$ cat config.mk
export PLATFORM = sky130hd
export DESIGN_NAME = cache_fill_fsm
export DESIGN_NICKNAME = d
export VERILOG_FILES = /design/src/rtl/cache_fill_fsm.sv
export SDC_FILE = /design/constraint.sdc
export NUM_CORES = 1
export LEC_CHECK = 0
export BUFFER_PORTS_ARGS = -buffer_cell sky130_fd_sc_hd__buf_2
export CORE_MARGIN = 5
export CORE_UTILIZATION = 25
export DETAILED_ROUTE_END_ITERATION = 8
export PLACE_DENSITY = 0.56
export SLEW_MARGIN = 20
export SYNTH_ARGS = -nofsm -noshare
export SYNTH_HDL_FRONTEND = slang
export SYNTH_SLANG_ARGS = --single-unit
export TNS_END_PERCENT = 5
$ cat constraint.sdc
create_clock -name clk -period 2.5 [get_ports clk]
set_clock_uncertainty 0.1 [all_clocks]
set_input_delay 0.125 -clock clk [delete_from_list [all_inputs] [get_ports clk]]
set_output_delay 0.125 -clock clk [all_outputs]
set_load 0.02 [all_outputs]
$ cat src/rtl/cache_fill_fsm.sv
`timescale 1ns/1ps
`default_nettype none
// ============================================================================
// Module      : cache_fill_fsm
// Description : Cache line fill controller. On a miss in IDLE it latches the
//               block-aligned base address, streams WORDS_PER_BLOCK word read
//               requests to memory on consecutive cycles, and writes each
//               returned word into the cache data array in request order.
//               The final word also writes the tag (valid+tag) array, after
//               which the controller returns to IDLE.
//
// Ports       : clk               - system clock, rising edge
//               rst               - asynchronous reset, active low
//               miss_detected     - cache miss for miss_address this cycle
//               miss_address      - word address of the missing access
//               fsm_busy          - fill in progress, pipeline must stall
//               mem_read          - one-word read request to memory
//               memory_address    - word address of the memory request
//               memory_data_valid - memory_data carries a returned word
//               memory_data       - returned word, in request order
//               write_data_array  - cache data array write enable
//               write_tag_array   - cache tag array write enable
//               cache_address     - word address of the cache write
//               cache_data        - word written into the cache
//               miss_count        - number of fills started (optional)
//
// Build option: FILL_MISS_COUNT_EN - when defined, miss_count is a
//               saturating count of fills started; otherwise it is tied to 0.
//
// Revision    : 1.0 - initial release
// ============================================================================
module cache_fill_fsm #(
    parameter int unsigned WORDS_PER_BLOCK = 8
) (
    input  logic        clk,
    input  logic        rst,
    input  logic        miss_detected,
    input  logic [15:0] miss_address,
    output logic        fsm_busy,
    output logic        mem_read,
    output logic [15:0] memory_address,
    input  logic        memory_data_valid,
    input  logic [15:0] memory_data,
    output logic        write_data_array,
    output logic        write_tag_array,
    output logic [15:0] cache_address,
    output logic [15:0] cache_data,
    output logic [15:0] miss_count
);

    // Counters need one extra bit so the issue counter can hold the value
    // WORDS_PER_BLOCK, which marks "all requests sent".
    localparam int unsigned c_IDX_W = (WORDS_PER_BLOCK > 1) ? $clog2(WORDS_PER_BLOCK) : 1;
    localparam int unsigned c_CNT_W = c_IDX_W + 1;

    localparam logic [c_CNT_W-1:0] c_WORDS       = c_CNT_W'(WORDS_PER_BLOCK);
    localparam logic [c_CNT_W-1:0] c_LAST        = c_CNT_W'(WORDS_PER_BLOCK - 1);
    localparam logic [c_CNT_W-1:0] c_ONE         = c_CNT_W'(1);
    localparam logic [15:0]        c_OFFSET_MASK = 16'(WORDS_PER_BLOCK - 1);

    localparam logic [0:0] c_IDLE = 1'b0;
    localparam logic [0:0] c_FILL = 1'b1;

    logic [0:0]         state_q,     state_d;
    logic [15:0]        base_q,      base_d;
    logic [c_CNT_W-1:0] issue_cnt_q, issue_cnt_d;
    logic [c_CNT_W-1:0] recv_cnt_q,  recv_cnt_d;

    logic w_start;
    logic w_issue_active;
    logic w_recv_active;
    logic w_last_word;

    assign w_start        = (state_q == c_IDLE) && miss_detected;
    assign w_issue_active = (state_q == c_FILL) && (issue_cnt_q < c_WORDS);
    // Returned data outside FILL is ignored entirely.
    assign w_recv_active  = (state_q == c_FILL) && memory_data_valid;
    assign w_last_word    = w_recv_active && (recv_cnt_q == c_LAST);

    // ------------------------------------------------------------------
    // State register
    // ------------------------------------------------------------------
    always_ff @(posedge clk or negedge rst) begin
        if (!rst) begin
            state_q     <= c_IDLE;
            base_q      <= 16'h0000;
            issue_cnt_q <= '0;
            recv_cnt_q  <= '0;
        end else begin
            state_q     <= state_d;
            base_q      <= base_d;
            issue_cnt_q <= issue_cnt_d;
            recv_cnt_q  <= recv_cnt_d;
        end
    end

    // ------------------------------------------------------------------
    // Next-state logic
    // ------------------------------------------------------------------
    always_comb begin
        state_d     = state_q;
        base_d      = base_q;
        issue_cnt_d = issue_cnt_q;
        recv_cnt_d  = recv_cnt_q;

        case (state_q)
            c_IDLE: begin
                if (w_start) begin
                    state_d     = c_FILL;
                    base_d      = miss_address & ~c_OFFSET_MASK;
                    issue_cnt_d = '0;
                    recv_cnt_d  = '0;
                end
            end
            c_FILL: begin
                // Request issue and data return run independently, so both
                // counters may advance in the same cycle.
                if (w_issue_active) begin
                    issue_cnt_d = issue_cnt_q + c_ONE;
                end
                if (w_recv_active) begin
                    recv_cnt_d = recv_cnt_q + c_ONE;
                end
                if (w_last_word) begin
                    state_d = c_IDLE;
                end
            end
            default: begin
                state_d = c_IDLE;
            end
        endcase
    end

    // ------------------------------------------------------------------
    // Output logic (all outputs idle at zero)
    // ------------------------------------------------------------------
    always_comb begin
        fsm_busy         = 1'b0;
        mem_read         = 1'b0;
        memory_address   = 16'h0000;
        write_data_array = 1'b0;
        write_tag_array  = 1'b0;
        cache_address    = 16'h0000;
        cache_data       = 16'h0000;

        if (state_q == c_FILL) begin
            fsm_busy = 1'b1;
        end
        // base is block aligned, so adding the counter never carries out
        // of the block.
        if (w_issue_active) begin
            mem_read       = 1'b1;
            memory_address = base_q + 16'(issue_cnt_q);
        end
        if (w_recv_active) begin
            write_data_array = 1'b1;
            cache_address    = base_q + 16'(recv_cnt_q);
            cache_data       = memory_data;
            write_tag_array  = w_last_word;
        end
    end

    // ------------------------------------------------------------------
    // Optional fill statistics
    // ------------------------------------------------------------------
`ifdef FILL_MISS_COUNT_EN
    logic [15:0] miss_count_q;

    always_ff @(posedge clk or negedge rst) begin
        if (!rst) begin
            miss_count_q <= 16'h0000;
        end else if (w_start && (miss_count_q != 16'hFFFF)) begin
            miss_count_q <= miss_count_q + 16'h0001;
        end
    end

    assign miss_count = miss_count_q;
`else
    assign miss_count = 16'h0000;
`endif

endmodule
`default_nettype wire

After elaboration in Yosys (flattened, before gate mapping)
Index checks and enable logic that the tools add are counted.

Flip-flop bits (word level): 22. Bits in latches: 0. Memories kept: 0. Word-level logic and storage cells: 36. Input port bits: 36. RAM bits: 0. Memory bits (read-only): 0. Output and inout port bits: 68.

Muxes and demuxes: 15. Add/subtract/negate cells: 4. Equal/unequal tests: 4. Order comparisons: 1. Reductions and logical operators: 7. Multipliers: 0. Bitwise gates (word level): 1. Div/mod/pow operators: 0. Shifts and indexed selects: 0.

Operator list (count): 2-to-1 mux 16 bit (3); adder 16 x 4 -> 16 bit (2); one-hot mux 4 bit (2 select lines) (2); 2-to-1 mux 4 bit (3); adder 4 x 1 -> 4 bit, second input constant (2); 2-to-1 mux 1 bit (6); AND reduction 2 bit (3); == test 4 x 3 -> 1 bit, second input constant (1); logical AND 1 bit (4); less-than comparator 4 bit, second input constant (1); != test 2 x 1 -> 1 bit, second input constant (2); != test 2 bit, second input constant (1); one-hot mux 1 bit (2 select lines) (1); NOT 1 bit (1).

Longest topological paths before layout
Depth in word-level cells: 4. Depth in mapped cells: 6. Depth with buffers taken out: 5.

Worst setup path after synthesis
OpenSTA, ideal clock, no wires.

Kind: register to output. From: reg issue_cnt_q[3]. To: out memory_address[13]. Buffers on the path: 0. Arrival time: 1.802 ns. Required time: 2.275 ns. Stages on the path, launching flop included: 6. Slack: 0.473 ns. Cell sequence: dfrtp_1 ha_1 ha_1 nand3_1 or4_1 a21oi_1.

Cells in the longest elaborated chain, start to end: 3. Elaborated cells between the ends (all ways): 4. Classes of those cells: 1 x add/sub; 1 x order compare; 1 x mux; 1 x reduce/logical.

RTL lines: start: declaration (RTL line 66) `logic [c_CNT_W-1:0] issue_cnt_q, issue_cnt_d;`; start signal: assignment (RTL line 92) `issue_cnt_q <= issue_cnt_d;`; parallel branches: the longest is 2 deep, another holds adder 16 x 4 -> 16 bit; 2-to-1 mux 16 bit (*) (RTL line 151) `if (w_issue_active) begin`; end: declaration (RTL line 41) `output logic [15:0] memory_address,`.

Every way passes the cells marked *.

Worst setup path in the final report
Same ends and word-level chain as after synthesis.

==> flow_summary.ini <==
[status]
status = finished, final reports clean

[logic_synthesis]
synth_area_leaders = dfrtp_1 31%, nand2_1 9.2%, and3_1 7.3%, buf_4 6.7%, a21oi_1 4.2%
synth_enable_flop_cells = 0
synth_area_um2 = 1793
synth_top_family_by_area = simple AND/OR/NAND/NOR gates
yosys_warnings = 0
synthCells = 228
synth_top_area_share_pct = 30.70
avgSynthCellArea_um2 = 7.864
yosys.area.top_type = dfrtp_1
synth.area.mux_share_pct = 2.861
yosys.area_share.simple_pct = 34.75
synthDistinctLibCells = 35
synth_top_flop_cell = dfrtp_1
synth-compound-area-share_pct = 10.68
ys_seq_area_share_pct = 30.70
synth-xor-area-share_pct = 3.419
yosys_register_bits = 22
async_flop_share_pct = 100.0
synth_fa_ha_area_share_pct = 4.187

[route]
drt_pass1_iterations = 4
avgRoutedWirePerCell_um = 12.92
drt_iter0_drc = 47
vias = 1792
vias_per_cell = 4.329
ant_nets = 0
drc = 0
wl_mm = 5.348

[clock_tree]
cts_tree = done
cts_root_buf = clkbuf_8
clock_latency_ns = 0.26
cts.sinks = 22
clk_pin_slew_ns = 0.08
clockBufferDepth = 2
cts_buffers = 3
htree_levels = 1
postCtsSetupRepairBufs = 0

[critical_path]
start_kind = flop
crit_chain = ha_1 -> ha_1 -> nand3_2 -> or4_1 -> a21oi_1 -> buf_2
worstPathMaxFanout = 8
critPathKind = reg2out
max_stage_delay_ns = 0.52
required_ns = 2.28
crit_path_frequent_cell = ha_1
r2r_slack_ns = 0.69
end_kind = output pin
reg2reg_to = recv_cnt_q[3]
cp.arrival_ns = 2.13
critPathBufInv = 1
crit_family = simple AND/OR/NAND/NOR gates
cp_slowest_cell = or4_1
timing.rr.start = state_q
worst-path-stages = 6
r2r_cells = 3

[floorplanning]
die_area_um2 = 8965
core_um2 = 6869
die_w_um = 94.69
ios = 104
die_h_um = 94.69
initial_core_util_pct = 26.10
rows = 30

[sta]
min_period_ns = 2.359
clock.fmax_ghz = 0.4239
tightestPinTransition_ns = 0.7143
hold_ws_ns = 0.03833
fin_crit_sh_pct = 94.36
hold_violations = 0
slew_violations = 0
rsz0062_at_grt = false
tns_ns = 0
slew-limit-headroom_pct = 52.38
setup_viol_count_final = 0

[cells_and_area]
fillers = 756
seqCellArea_um2 = 550.5
final_common_cell = buf_2
n_antenna_cell = 0
multiInputGateArea_um2 = 1079
nNetsFinal = 362
finalNonFillerCells = 414
final_util_pct = 34.88
drive_gt1_share_pct = 31.76
final_cell_mix = 84 x buf_2, 44 x nand2_1, 22 x dfrtp_1
area_growth_pct = 33.64

[job]
maxCapViolCount = 0

[min_path]
hp-start = miss_detected
hold_class = in2reg
holdPathEnd = state_q
hold_depth = 3

[placed_design]
place_inst = 397
portBuffers = 84
gp_congestion = 0.7678
dpl.hpwl_mm = 4.109

[power]
leakage_uw = 0.001267
power_density_nw_per_um2 = 982.8
vdd_drop_max_mv = 0.5072

[global_route]
grt_use_total_pct = 11.45
grt_pass1_wl_mm = 8.355
grt_overflow = 0
grt_pass1_vias = 1695
grt_max_degree = 30
antenna_found_initial = 0
==> worst register-to-register path, delay by kind of cell, from the launching register on <==
family	cells	cell delay, ns
flip-flops	1	0.81
multiplexers	1	0.14
AND/OR/NAND/NOR	2	0.69
==> power breakdown <==
part	switching [uW]	total [uW]	internal, uW
logic	835	1340	507
registers	270	793	523
clock network	112	220	107
==> through the flow <==
stage | instance area [um2] | setup slack, ns | total power, uW
floorplan | 1849 | 0.4734 | 1731
global placement | 2198 | 0.3586 | 2101
detailed placement | 2198 | 0.3343 | 2123
CTS | 2380 | 0.03097 | 2369
global route | 2396 | 0.005758 | 2574
finish | 2396 | 0.1410 | 2355
==> sequential cells by signal (all words and copies together), names as in the netlist <==
name,flops
base_q,13
issue_cnt_q,4
recv_cnt_q,4
state_q,1
==> cell usage after synthesis, drive strengths merged (4+ instances only) <==
library cell / n
nand2: 44
dfrtp: 22
and3: 21
buf: 20
a21oi: 15
o21ai: 13
nand3: 11
nor2: 10
clkbuf: 9
or3: 8
ha: 6
inv: 6
o31ai: 6
or4: 6
and2: 5
mux2i: 4
nand2b: 4
xnor2: 4
==> cell type report <==
cell class | instances | share of cell area (%)
multi-input combinational | 186 | 45.01
timing repair buffer | 101 | 24.33
sequential | 22 | 22.98
tap | 96 | 5.013
clock buffer | 3 | 1.723
inverter | 6 | 0.9399
==> worst max path at each step <==
stage / start / to
detailed placement: issue_cnt_q[3] / memory_address[13]
global placement: issue_cnt_q[3] / memory_address[13]
global route: issue_cnt_q[3] / memory_address[13]
floorplan: issue_cnt_q[3] / memory_address[13]
CTS: issue_cnt_q[3] / memory_address[13]
finish: issue_cnt_q[3] / memory_address[13]
==> what timing repair did <==
| action | 4_1_cts | 5_1_grt |
|---|---|---|
| hold endpoints to repair | 35 | 0 |
| setup endpoints to repair | 0 | 7 |
| hold buffers | 14 | 0 |
| resized for setup | 0 | 3 |
==> per-layer routing <==
metal,GRT usage (%),vias to the layer above,share of wire (%)
li1,-,936,-
met2,18.44,45,46
met1,16.15,809,47
met5,0,-,0
met3,2.151,2,6.1
met4,1.803,0,0.17
==> logic make-up (layout without fill, tap and decap cells) <==
group / Yosys count / count (layout)
other: 1 / 16
adders and majority gates: 6 / 6
DFF: 22 / 22
xor gates and xnor gates: 7 / 7
buffers and inverters: 35 / 110
muxes: 5 / 5
AOI/OAI and AO/OA: 35 / 35
and+or+nand+nor: 117 / 117
Power figures use the tool's default switching activity.
